**src/rtl/program_counter_rs.sv**
```systemverilog
// Fetch-stage program counter with increment, absolute load, relative branch and a return-address stack.
// Latency: controls sampled on a rising edge take effect in CounterValue right after that edge.
// Backpressure: Stall freezes PC, stack and flags for the cycle; Reset overrides Stall.
//
// Ports:
//   Clock, Reset (sync, active-high), Stall
//   LoadValue/LoadEnable  : absolute jump target (also the Call target)
//   Offset/OffsetEnable   : signed relative branch
//   Call/Return           : push PC+1 and jump / pop into PC
//   CounterValue          : registered instruction address
//   StackDepth/Full/Empty : stack occupancy (Full/Empty decoded from depth)
//   StackOverflow/Underflow : sticky error flags, cleared only by Reset
module program_counter_rs #(
  parameter int ADDR_WIDTH   = 16,
  parameter int OFFSET_WIDTH = 9,
  parameter int STACK_DEPTH  = 8,
  parameter logic [ADDR_WIDTH-1:0] RESET_VALUE = '0,
  localparam int DEPTH_W = $clog2(STACK_DEPTH + 1)
) (
  input  logic                    Clock,
  input  logic                    Reset,
  input  logic                    Stall,
  input  logic [ADDR_WIDTH-1:0]   LoadValue,
  input  logic                    LoadEnable,
  input  logic [OFFSET_WIDTH-1:0] Offset,
  input  logic                    OffsetEnable,
  input  logic                    Call,
  input  logic                    Return,
  output logic [ADDR_WIDTH-1:0]   CounterValue,
  output logic [DEPTH_W-1:0]      StackDepth,
  output logic                    StackFull,
  output logic                    StackEmpty,
  output logic                    StackOverflow,
  output logic                    StackUnderflow
);

  localparam int IDX_W = (STACK_DEPTH > 1) ? $clog2(STACK_DEPTH) : 1;

  logic [ADDR_WIDTH-1:0] stack_mem [STACK_DEPTH];

  logic [ADDR_WIDTH-1:0]   pc_nxt;
  logic [DEPTH_W-1:0]      depth_nxt;
  logic                    ovf_nxt;
  logic                    unf_nxt;
  logic                    push_en;
  logic [ADDR_WIDTH-1:0]   pc_inc;
  logic [ADDR_WIDTH-1:0]   offset_ext;
  logic signed [OFFSET_WIDTH-1:0] offset_s;
  logic [IDX_W-1:0]        top_idx;
  logic [IDX_W-1:0]        push_idx;

  assign StackFull  = (StackDepth == DEPTH_W'(STACK_DEPTH));
  assign StackEmpty = (StackDepth == '0);

  assign pc_inc   = CounterValue + ADDR_WIDTH'(1);
  // Widening a signed value replicates its sign bit.
  assign offset_s   = Offset;
  assign offset_ext = ADDR_WIDTH'(offset_s);

  // Top of stack is entry[depth-1]; the next free slot is entry[depth].
  assign top_idx  = IDX_W'(StackDepth - DEPTH_W'(1));
  assign push_idx = IDX_W'(StackDepth);

  always_comb begin
    pc_nxt    = CounterValue;
    depth_nxt = StackDepth;
    ovf_nxt   = StackOverflow;
    unf_nxt   = StackUnderflow;
    push_en   = 1'b0;

    if (Reset) begin
      pc_nxt    = RESET_VALUE;
      depth_nxt = '0;
      ovf_nxt   = 1'b0;
      unf_nxt   = 1'b0;
    end else if (Stall) begin
      // hold everything
    end else if (Return) begin
      // Return beats a simultaneous Call, so no push happens in that case.
      if (!StackEmpty) begin
        pc_nxt    = stack_mem[top_idx];
        depth_nxt = StackDepth - DEPTH_W'(1);
      end else begin
        pc_nxt  = pc_inc;
        unf_nxt = 1'b1;
      end
    end else if (Call) begin
      // The jump is always taken; only the push is dropped when full.
      pc_nxt = LoadValue;
      if (!StackFull) begin
        push_en   = 1'b1;
        depth_nxt = StackDepth + DEPTH_W'(1);
      end else begin
        ovf_nxt = 1'b1;
      end
    end else if (LoadEnable) begin
      pc_nxt = LoadValue;
    end else if (OffsetEnable) begin
      pc_nxt = CounterValue + offset_ext;
    end else begin
      pc_nxt = pc_inc;
    end
  end

  always_ff @(posedge Clock) begin
    CounterValue   <= pc_nxt;
    StackDepth     <= depth_nxt;
    StackOverflow  <= ovf_nxt;
    StackUnderflow <= unf_nxt;
  end

  // Stack storage carries no reset; depth alone decides which entries are valid.
  always_ff @(posedge Clock) begin
    if (push_en) begin
      stack_mem[push_idx] <= pc_inc;
    end
  end

endmodule

```
**config.mk**
```make
export PLATFORM = sky130hd
export DESIGN_NAME = program_counter_rs
export DESIGN_NICKNAME = d
export VERILOG_FILES = /design/src/rtl/program_counter_rs.sv
export SDC_FILE = /design/constraint.sdc
export NUM_CORES = 1
export LEC_CHECK = 0
export ABC_CLOCK_PERIOD_IN_PS = 4400
export CORE_MARGIN = 2
export CORE_UTILIZATION = 59
export DETAILED_ROUTE_END_ITERATION = 10
export PLACE_DENSITY = 0.78
export SYNTH_ARGS = -nofsm -noshare
export SYNTH_HDL_FRONTEND = slang
export SYNTH_SLANG_ARGS = --single-unit
```
**constraint.sdc**
```tcl
create_clock -name Clock -period 4.4 [get_ports Clock]
set_clock_uncertainty 0.2 [all_clocks]
set_input_delay 0.88 -clock Clock [delete_from_list [all_inputs] [get_ports Clock]]
set_output_delay 0.88 -clock Clock [all_outputs]
set_load 0.01 [all_outputs]
```
==> metrics.txt, run 1 <==
Static Leak 3.003 nW; Worst setup SP type flip-flop; Worst-path clk slew 0.06 ns; Wirelength per Cell 22.17 µm; R2R Path End CounterValue[14]; pin count of the biggest net entering global routing 38; n_diodes 0; Total Power 3.939 mW; clock root buffer clkbuf_16; Yosys warnings 0; multi-input combinational cell area 2803 µm²; I/O pin count 56; setup bufs post-CTS 0; critical path class flip-flop to output pin; final global-route overflow total 0; Yosys reg bits 150; mapped cell area 7239 µm²; htree depth 4; Mapped Nets 575; setup_tns 0 ns; number of port buffers 55; final net count 641; final worst slack 1.023 ns; CP max-delay cell clkdlybuf4s50_1; Top Family by Delay on Critical Path buffers and inverters; Sink Count 150; Max Root-Sink Buffers 2; Die H 114.8 µm; layout cells sized above 1 0.1609; post-place setup slack 0.7560 ns; worst-path cell chain inv_1, ha_1, nor3b_2, clkdlybuf4s50_1; Worst Tran Pin Value 0.8147 ns; Layout area overhead 19.13%; cts bufs inserted 17; vias 4824; register area share after synthesis 0.5918; setup slack, reg-to-reg 1.40 ns; WP depth 4; Distinct cells, synth 58; die area 13170 µm²; Post-synth EDFFs 128; Max FO, Critical Path 9; Setup-failing EPs final 0; Starting Density 0.6027; crit path to StackEmpty; RSZ-0062 raised after global routing false; Fin Hold WS 0.2878 ns; CP bufs+invs 2; fin crit share 0.7675; post-synthesis async set-or-reset flop share 0; final core occ 0.7180; Pins Over Slew Limit 0; Critical Path AT 2.30 ns; CTS Hold Bufs 0; Synth Flop Type edfxtp_1; vias per inst 6.432; Mapped Avg Cell Area 13.82 µm²; run status finished clean; worst vdd ir 0.4069 mV; Max stage delay on crit path 0.63 ns; DRC violations left 0; starting DRC count in detailed routing 637; max_cap viols 0; Reg-to-Reg Start StackDepth[1]; final hold violation count 0; final worst path period need 3.377 ns; initial antenna violation count 0; Power Dens Cells 456.7 nW/µm²; worst hold path type flip-flop to flip-flop; Setup crit start StackDepth[1]; Worst-Skew Late Latency 0.42 ns; dpl hpwl 11.30 mm; wire length after detailed routing 16.63 mm; Core Region 12010 µm²; # rows 40; Slew HR 0.4529; vias in the first global route 4690; CP required 3.32 ns; Routability Congestion 0.9887; first-pass GRT wire length 25.85 mm; Critical Path Sink Type output pin; CTS tree yes; post-cts sizing count 0; DIE WIDTH 114.8 µm; r2r worst-path depth 9; sequential cell area 4285 µm²; Mapped Cells 524; Pre-Repair DR Iteration Count 5; Routed Antenna Nets 0; f_max 296.1 MHz; All-Layer GR Usage 0.2662; Fill cells 782
==> kinds of logic (layout without fill, tap and decap cells) <==
family | count (synthesis) | after routing | share of synthesized area
adders and majority gates | 19 | 19 | 0.03388
buffers and inverters | 38 | 117 | 0.02247
DFF | 150 | 150 | 0.5918
xor gates and xnor gates | 27 | 27 | 0.03370
AOI/OAI and AO/OA | 107 | 107 | 0.1002
and+or+nand+nor | 131 | 131 | 0.08935
muxes | 52 | 52 | 0.1286
==> metal layers <==
metal,GRT usage,routed length [µm],vias to the layer above
met2,0.4099,7915,195
met5,0,0,-
met4,0.1205,425,0
met1,0.3749,7337,2385
li1,-,-,2214
met3,0.05166,949,30
==> placed cells by master (no fill, tap or decap), types with 4 or more instances in the layout <==
master	instances
a211oi_1	6
a21o_1	8
a21oi_1	22
a222oi_1	7
a31oi_1	13
and3_1	4
buf_4	19
clkbuf_16	17
clkdlybuf4s50_1	55
dfxtp_1	21
edfxtp_1	128
ha_1	18
inv_1	11
inv_6	4
mux2_2	8
mux2i_1	12
mux4_2	32
nand2_1	36
nand3_1	14
nand3b_1	4
nand4_1	7
nor2_1	31
nor3_1	11
o21ai_0	19
xnor2_1	19
xor2_1	7
==> power breakdown <==
group	total [mW]	internal, mW	leakage [nW]	switching, mW
Sequential	1.66	1.60	1.36	0.0546
Clock	1.49	0.906	0.295	0.586
Combinational	0.789	0.371	1.35	0.419
==> final cells by class <==
class	count	area share
inverter	11	0.004787
clock inverter	15	0.02234
timing repair buffer	74	0.08037
clock buffer	17	0.04933
tap	147	0.02133
sequential	150	0.4969
multi-input combinational	336	0.3250
==> through the flow <==
| step | instance area [µm²] | std cells |
|---|---|---|
| final | 8625 | 750 |
| after global routing | 8625 | 750 |
| after CTS | 8625 | 750 |
| after detailed placement | 8006 | 718 |
| after global placement | 8006 | 718 |
| after floorplan | 7239 | 524 |
==> Yosys cell counts (all sizes together), types with 13 or more instances <==
master / count / area, µm²
ha: 18 / 225.2
clkbuf: 16 / 60.06
a21oi: 22 / 110.1
nor2: 31 / 116.4
nor3: 13 / 65.06
nand3: 14 / 70.07
edfxtp: 128 / 3844
a31oi: 13 / 81.33
xnor2: 19 / 166.4
nand2: 36 / 135.1
mux4: 32 / 720.7
o21ai: 21 / 105.1
dfxtp: 22 / 440.4
==> worst min-delay path: cells and delay by family (launching register included) <==
kind / cells / cell delay, ns
flops: 1 / 0.34
compound gates: 1 / 0.04
simple gates: 1 / 0.07
==> state kept, by name (all words and copies together) (netlist names) <==
| name | count |
|---|---|
| StackUnderflow | 1 |
| StackDepth | 4 |
| CounterValue | 16 |
| stack_mem | 128 |
| StackOverflow | 1 |
==> worst min path at each step <==
stage                              start              to  slack (ns)  depth (start not counted)
after CTS                  StackOverflow   StackOverflow        0.28                          2
after global placement     StackOverflow   StackOverflow        0.25                          2
after floorplan           StackUnderflow  StackUnderflow        0.30                          2
after detailed placement   StackOverflow   StackOverflow        0.27                          2
after global routing       StackOverflow   StackOverflow        0.31                          2
final                      StackOverflow   StackOverflow        0.29                          2
Note: power is estimated with default switching activity, not from simulation.
==> run 2, diff against run 1 <==
ABC_CLOCK_PERIOD_IN_PS = 3500   (was 4400)
clock period = 3.5 ns   (was 4.4 ns; I/O delays follow)
==> run 2 against run 1 <==
Against the previous run:
- critical path depth unchanged
- non-clock buffer count up 14
- routed wire length up 10%
- sequential share of layout area down 0.32 points
- register-to-register slack worse by 0.73 ns
- sequential power up 25%
- hold slack better by 0.016 ns
- via count up 4.8%
- first-iteration DRC count down 8.9%
- clock power up 19%
- final cell count up 1.6%
- highest routed layer unchanged
==> metrics.txt, run 2 (synthesis results as in run 1) <==
Routed Antenna Nets 0; clock root buffer clkbuf_16; starting DRC count in detailed routing 580; Biggest register stack_mem; vias per inst 6.636; final global-route overflow total 0; DRC violations left 0; Wirelength per Cell 24.03 µm; htree depth 4; placed cell count 732; n_diodes 0; Layout area overhead 19.89%; Max Root-Sink Buffers 2; worst hold path type flip-flop to flip-flop; Pins Over Slew Limit 0; CTS tree yes; vias in the first global route 5047; initial antenna violation count 0; Top Registers stack_mem x128, CounterValue x16, StackDepth x4; Slew HR 0.4185; # rows 40; Setup-failing EPs final 0; Fill cells 795; setup_tns 0 ns; Die H 114.8 µm; worst vdd ir 0.5233 mV; f_max 319.0 MHz; final hold violation count 0; Critical Path AT 2.23 ns; Total Power 4.899 mW; worst-path cell chain inv_1, ha_1, nor3b_2, clkdlybuf4s50_1; commonest non-fill, non-tap cell in the layout edfxtp_1; wire length after detailed routing 18.31 mm; Power Dens Cells 564.4 nW/µm²; RSZ-0062 raised after global routing false; final worst slack 0.3654 ns; Starting Density 0.6027; fin crit share 0.8956; max_cap viols 0; DIE WIDTH 114.8 µm; final worst path period need 3.135 ns; All-Layer GR Usage 0.2927; pin count of the biggest net entering global routing 23; Worst-Skew Late Latency 0.42 ns; Worst Tran Pin Value 0.8660 ns; run status finished clean; CP max-delay cell clkdlybuf4s50_1; layout cells sized above 1 0.1691; vias 5057; first-pass GRT wire length 27.90 mm; Worst setup SP type flip-flop; Critical Path Sink Type output pin; CP required 2.60 ns; critical path class flip-flop to output pin; Routability Congestion 0.9781; I/O pin count 56; die area 13170 µm²; setup bufs post-CTS 0; cts bufs inserted 17; number of port buffers 55; most frequent cells in the layout edfxtp_1, clkdlybuf4s50_1, nand2_1, buf_4, mux4_2; post-place setup slack 0.01112 ns; Core Region 12010 µm²; dpl hpwl 12.54 mm; CTS Hold Bufs 0; post-cts sizing count 0; Sink Count 150; Worst-path clk slew 0.06 ns; Final Instance Count excl. Fillers 762; Static Leak 3.052 nW; final net count 655; Max stage delay on crit path 0.64 ns; Pre-Repair DR Iteration Count 6; max FFs per register 128; Max FO, Critical Path 7
-- run 2: cell count changes in the layout (fill, tap and decap cells not counted) --
cell        before  now
inv_6            4    0
clkinv_1         0    3
inv_8            2    0
clkbuf_1         0    2
buf_4           19   33
clkinv_4         2    1
clkinvlp_4       3    2
clkinv_2         1    2
-- run 2: per-layer routing --
metal	wire, µm	part of all wire	GRT usage
met1	7261	0.40	0.3841
met2	8909	0.49	0.4761
met3	1473	0.080	0.05799
met4	668	0.036	0.1398
met5	0	0	0
-- run 2: final cells by class --
class / count / area [µm²] / area share
sequential: 150 / 4285 / 0.4937
multi-input combinational: 336 / 2803 / 0.3229
timing repair buffer: 88 / 798.3 / 0.09197
clock buffer: 19 / 432.9 / 0.04988
tap: 147 / 183.9 / 0.02119
clock inverter: 11 / 135.1 / 0.01557
inverter: 11 / 41.29 / 0.004757
-- run 2: per-stage QoR --
step	util	area (µm²)	hold WS, ns
floorplan	-	7249	0.3049
global placement	0.6753	8112	0.2533
detailed placement	0.6753	8112	0.2936
CTS	0.7226	8680	0.3029
global route	0.7226	8680	0.3261
finish	0.7226	8680	0.3037
-- run 2: path summary, 6_finish.rpt --
| path | from | end | slack [ns] | cells past startpoint |
|---|---|---|---|---|
| setup / recovery | StackDepth[0] | StackEmpty | 0.37 | 4 |
| hold / removal | StackUnderflow | StackUnderflow | 0.30 | 2 |
| hold reg to reg | StackUnderflow | StackUnderflow | 0.30 | 2 |
| setup reg to reg | CounterValue[1] | CounterValue[10] | 0.67 | 7 |
-- run 2: report_power, final --
part | internal [mW] | total [mW] | switching (mW)
clock | 1.10 | 1.78 | 0.675
sequential | 2.02 | 2.08 | 0.0663
combinational | 0.484 | 1.04 | 0.557
-- run 2: critical path, delay by kind of cell, from the launching register on --
kind	cells	cell delay (ns)
simple gates	1	0.48
flops	1	0.33
fa+ha+maj	1	0.27
buf+inv	2	0.74
==> run 3, diff against run 2 <==
CTS_CLUSTER_DIAMETER = 80   (was default)
SLEW_MARGIN = 0   (was default)
==> results of run 3 <==
Same layout as run 2: the final DEF is identical, and so are final timing and power.
==> edit 1 (flow settings as in run 2) <==
Change the parameter `STACK_DEPTH` from 8 to 16.
--- a/src/rtl/program_counter_rs.sv
+++ b/src/rtl/program_counter_rs.sv
@@ -14,5 +14,5 @@
   parameter int ADDR_WIDTH   = 16,
   parameter int OFFSET_WIDTH = 9,
-  parameter int STACK_DEPTH  = 8,
+  parameter int STACK_DEPTH  = 16,
   parameter logic [ADDR_WIDTH-1:0] RESET_VALUE = '0,
   localparam int DEPTH_W = $clog2(STACK_DEPTH + 1)
Interface: changed (resized StackDepth); port bits go from 56 to 57. No check against the original RTL was run, so the function may have changed too.
==> edit 1 against run 2 <==
Sequential cell count is 129 higher. Wire length grew 75%. Worst setup slack worse by 0.051 ns. Final area is 67% higher. Area after synthesis rose by 70%. Combinational power is 93% higher. Total power is 78% higher. Highest routed layer unchanged.
==> edit 1: results (changes against run 2) <==
final_layout:
  nets: 921  # +41%
  top_regs: "stack_mem (256), CounterValue (16), StackDepth (5)"
  nFillCells: 1233  # +55%
  final_cells: 1157  # +52%
clock_network:
  clkLatencyLatePin_ns: 0.54  # +0.12 ns
  cts_buffer_depth: 3  # +1
  htreeDepth: 1  # -3
drt:
  via_count: 7808  # +54%
  routedWlPerCell_um: 27.6  # +15%
  drt-met1-wl_um: 12600  # +74%
  initialDrtViolationCount: 1034  # +78%
  wl_met2_um: 15300  # +71%
  wl_met3_um: 3270  # +120%
  dr.pass1.iters: 5  # -1
grt:
  use_met1_pct: 43.1  # +4.7 points
  use_met3_pct: 3.96  # -1.8 points
  grt_util_met2_pct: 47.2  # -0.41 points
  first_global_vias: 7634  # +51%
place:
  gp_congestion: 0.925  # -5.4%
  numPlacedInstances: 1108  # +51%
logic_synthesis:
  synth_mux_area_share_pct: 14.7  # +1.8 points
  syn-num-nets: 820  # +43%
  synthCells: 767  # +46%
  synthAdderAreaFrac_pct: 2.19  # -1.2 points
  synthTopCellsByCount: "edfxtp_1 (256), mux4_2 (72), nor2_1 (50)"
power:
  ir_worst_vdd_v: 0.000408  # -22%
  p_leak_uw: 0.00478  # +57%
setup_path:
  cpPeakStageDelay_ns: 0.48  # -0.16 ns
  cp_top_family: "multiplexers"
  slowest_stage: "mux4_2"
  r2r_slack_ns: 0.31  # -0.36 ns
timing:
  worst_pin_slew_ns: 1.29  # +0.422 ns
  hold_slack_ns: 0.298  # -0.00604 ns
status:
  outcome: "finished, final reports clean"
==> edit 1: cell types whose count changed in the layout (fill, tap and decap cells not counted), moves of 6 or more <==
| cell | delta |
|---|---|
| a21oi_1 | +7 |
| o21ai_0 | +10 |
| clkinv_1 | +8 |
| mux4_2 | +40 |
| clkbuf_16 | +12 |
| a211oi_1 | +6 |
| a222oi_1 | -6 |
| buf_12 | +7 |
| nor2_2 | +14 |
| nand2_1 | +10 |
| buf_4 | +13 |
| nand3_1 | +6 |
| edfxtp_1 | +128 |
==> edit 1: layout make-up <==
class                   instances  area, µm²  area share [%]
repair buffers                109       1050            7.22
clock inverters                15        118           0.812
multi-input cells             434       4030            27.8
flip-flops and latches        279       8150            56.3
inverters                      16       60.1           0.415
clock buffers                  34        744            5.14
well taps                     270        338            2.33
==> edit 1: how the worst max path moves through the flow <==
stage	cells after the start	slack [ns]	to
CTS	8	0.14	CounterValue[8]
global route	6	0.19	StackEmpty
floorplan	10	-0.01	stack_mem[12][0]
global placement	11	-0.05	CounterValue[10]
detailed placement	11	-0.12	CounterValue[10]
finish	8	0.31	CounterValue[15]
==> edit 1: kinds of logic after synthesis <==
| kind of cell | count (synthesis) |
|---|---|
| multiplexers | 90 |
| adder cells (fa/ha/maj) | 21 |
| AO/OA/AOI/OAI | 131 |
| flip-flops | 279 |
| AND/OR/NAND/NOR | 163 |
| XOR/XNOR | 29 |
| buffers and inverters | 54 |
==> edit 1: tightest hold or removal path: cells and delay by family, from the launching register on <==
family / cells / cell delay [ns]
DFF: 1 / 0.34
and+or+nand+nor: 1 / 0.07
AOI/OAI and AO/OA: 1 / 0.05
==> edit 1: power breakdown <==
part	internal, µW	switching [µW]
Clock	1640	1180
Combinational	905	1100
Sequential	3790	94.6
==> edit 2 (settings of run 2) <==
Made on the original files. Register the output `CounterValue` once more; this adds one clock of latency there. The other outputs are not delayed to match. Comments in the files are not updated.
--- a/src/rtl/program_counter_rs.sv
+++ b/src/rtl/program_counter_rs.sv
@@ -37,4 +37,6 @@
   localparam int IDX_W = (STACK_DEPTH > 1) ? $clog2(STACK_DEPTH) : 1;
 
+  logic [ADDR_WIDTH-1:0] CounterValue_s0;
+
   logic [ADDR_WIDTH-1:0] stack_mem [STACK_DEPTH];
 
@@ -53,5 +55,5 @@
   assign StackEmpty = (StackDepth == '0);
 
-  assign pc_inc   = CounterValue + ADDR_WIDTH'(1);
+  assign pc_inc   = CounterValue_s0 + ADDR_WIDTH'(1);
   // Widening a signed value replicates its sign bit.
   assign offset_s   = Offset;
@@ -63,5 +65,5 @@
 
   always_comb begin
-    pc_nxt    = CounterValue;
+    pc_nxt    = CounterValue_s0;
     depth_nxt = StackDepth;
     ovf_nxt   = StackOverflow;
@@ -97,5 +99,5 @@
       pc_nxt = LoadValue;
     end else if (OffsetEnable) begin
-      pc_nxt = CounterValue + offset_ext;
+      pc_nxt = CounterValue_s0 + offset_ext;
     end else begin
       pc_nxt = pc_inc;
@@ -104,5 +106,5 @@
 
   always_ff @(posedge Clock) begin
-    CounterValue   <= pc_nxt;
+    CounterValue_s0 <= pc_nxt;
     StackDepth     <= depth_nxt;
     StackOverflow  <= ovf_nxt;
@@ -117,4 +119,8 @@
   end
 
+  always_ff @(posedge Clock) begin
+    CounterValue <= CounterValue_s0;
+  end
+
 endmodule
 
Check against the original RTL: not equivalent (Yosys sat finds a counterexample within 4 cycles, from zero or initial values and one cycle with Reset high).
==> edit 2 against run 2 <==
Total power grew 8.5%. Final area up 5.8%. Sequential power grew 10%. Highest routed layer unchanged. Sequential cell count rose by 16. Area after synthesis is 6.2% higher. Sequential share of layout area up 0.78 points. Wire length rose by 9.9%. Worst setup slack got worse by 0.24 ns.
==> edit 2: results (changes against run 2) <==
place:
  dp_hpwl_um: 13400  # +6.7%
  numPortBuffers: 55  # unchanged
  gp_congestion: 0.899  # -8.0%
  dp_worst_setup_slack_ns: 0.0797  # +0.0685 ns
  dpl_cell_area_um2: 8550  # +5.5%
drt:
  initialDrtViolationCount: 700  # +21%
  wl_met3_um: 1820  # +23%
  dr.pass1.iters: 6  # unchanged
  routed_via_density: 6.62  # -0.18%
  maxUsedRoutingLayer: "met4"
  drt-met1-wl_um: 7690  # +5.8%
  wl_met2_um: 10000  # +13%
  routedWlPerCell_um: 24.8  # +3.3%
setup_path:
  arrival_ns: 2.47  # +0.24 ns
  crit_fanout: 9  # +2
final_layout:
  nFillCells: 822  # +3.4%
  top_regs: "stack_mem (128), CounterValue (16), CounterValue_s0 (16)"
  multiInputGateArea_um2: 2930  # +4.5%
  nets: 676  # +3.2%
  drive_above_1_share_pct: 16.1  # -0.77 points
  n_antenna_cell: 0  # unchanged
logic_synthesis:
  ys_async_sr_fraction_pct: 0  # unchanged
  seq_area_frac_synth_pct: 59.9  # +0.72 points
  synthTopCellsByCount: "edfxtp_1 (128), nor2_1 (40), dfxtp_1 (38)"
  synth_area_leaders: "edfxtp_1 (50%), dfxtp_1 (9.9%), mux4_2 (5.9%)"
  synth.distinct_cells: 67  # +16%
  syn-num-nets: 600  # +4.3%
  synth_edf_count: 128  # unchanged
  ys.warnings.count: 0  # unchanged
grt:
  grt_pass1_wl_um: 30600  # +9.5%
  grt_start_max_net_pins: 38  # +65%
  use_met3_pct: 6.56  # +0.77 points
  use_met1_pct: 37.5  # -0.88 points
  grtUsageTotal_pct: 29.6  # +0.34 points
  grt_util_met2_pct: 50.3  # +2.7 points
  first_global_vias: 5382  # +6.6%
  antenna_found_initial: 0  # unchanged
clock_network:
  htreeDepth: 4  # unchanged
  clockRootBuffer: "clkbuf_16"
  cts_buffers: 17  # unchanged
  clkTransAtPathRegs_ns: 0.06  # about the same
  clkLatencyLatePin_ns: 0.42  # about the same
  cts_buffer_depth: 2  # unchanged
  cts-resized-gates: 0  # unchanged
timing:
  relSlewSlack_pct: 42.7  # +0.82 points
power:
  combPwrFrac_pct: 19.5  # -1.7 points
  power_switching_uw: 1420  # +9.4%
  ir_worst_vdd_v: 0.000494  # -5.6%
  p_leak_uw: 0.00327  # +7.2%
hold_path:
  min_path_type: "flop to flop"
status:
  outcome: "finished, final reports clean"
[edit 2: kinds of logic (layout without fill, tap and decap cells)]
kind of cell             Yosys count  in the layout  synth area share (%)
AO/OA/AOI/OAI                    110            110                  9.91
XOR/XNOR                          26             26                  3.06
adder cells (fa/ha/maj)           19             19                  3.19
buffers and inverters             36            125                  2.25
flip-flops                       166            166                  59.9
multiplexers                      52             52                  12.7
AND/OR/NAND/NOR                  140            140                  9.02
[edit 2: cell type report]
class                   instances  share of cell area (%)
repair buffers                 85                    8.45
multi-input cells             347                    31.9
clock inverters                14                    2.17
clock buffers                  18                    4.67
well taps                     172                    2.34
inverters                       8                   0.327
flip-flops and latches        166                    50.2
[edit 2: stage by stage]
| stage | std cells | total power (µW) |
|---|---|---|
| 2_1_floorplan | 549 | 2990 |
| 3_3_place_gp | 778 | 3320 |
| 3_5_place_dp | 778 | 3340 |
| 4_1_cts | 810 | 5320 |
| 5_1_grt | 810 | 5470 |
| 6_report | 810 | 5310 |
[edit 2: path summary, 6_finish.rpt]
path                 startpoint                  end  slack (ns)  depth (start not counted)
min reg2reg  CounterValue_s0[9]      CounterValue[9]        0.25                          0
max reg2reg       StackDepth[1]  CounterValue_s0[10]        0.47                          7
min          CounterValue_s0[9]      CounterValue[9]        0.25                          0
max               StackDepth[1]           StackEmpty        0.13                          4
[edit 2: worst max-delay path, cell delays in order (launching register included)]
cell and delay [ns]:
dfxtp_1 0.42, inv_1 0.12, ha_1 0.26, nor3b_2 0.58, clkdlybuf4s50_1 0.66
[edit 2: power by group through the flow]
stage,clock (µW),sequential (µW),combinational (µW)
after global placement,0,2330,998
final,1990,2290,1040
after floorplan,0,2320,669
after global routing,2080,2290,1100
after detailed placement,0,2330,1010
after CTS,2010,2290,1020
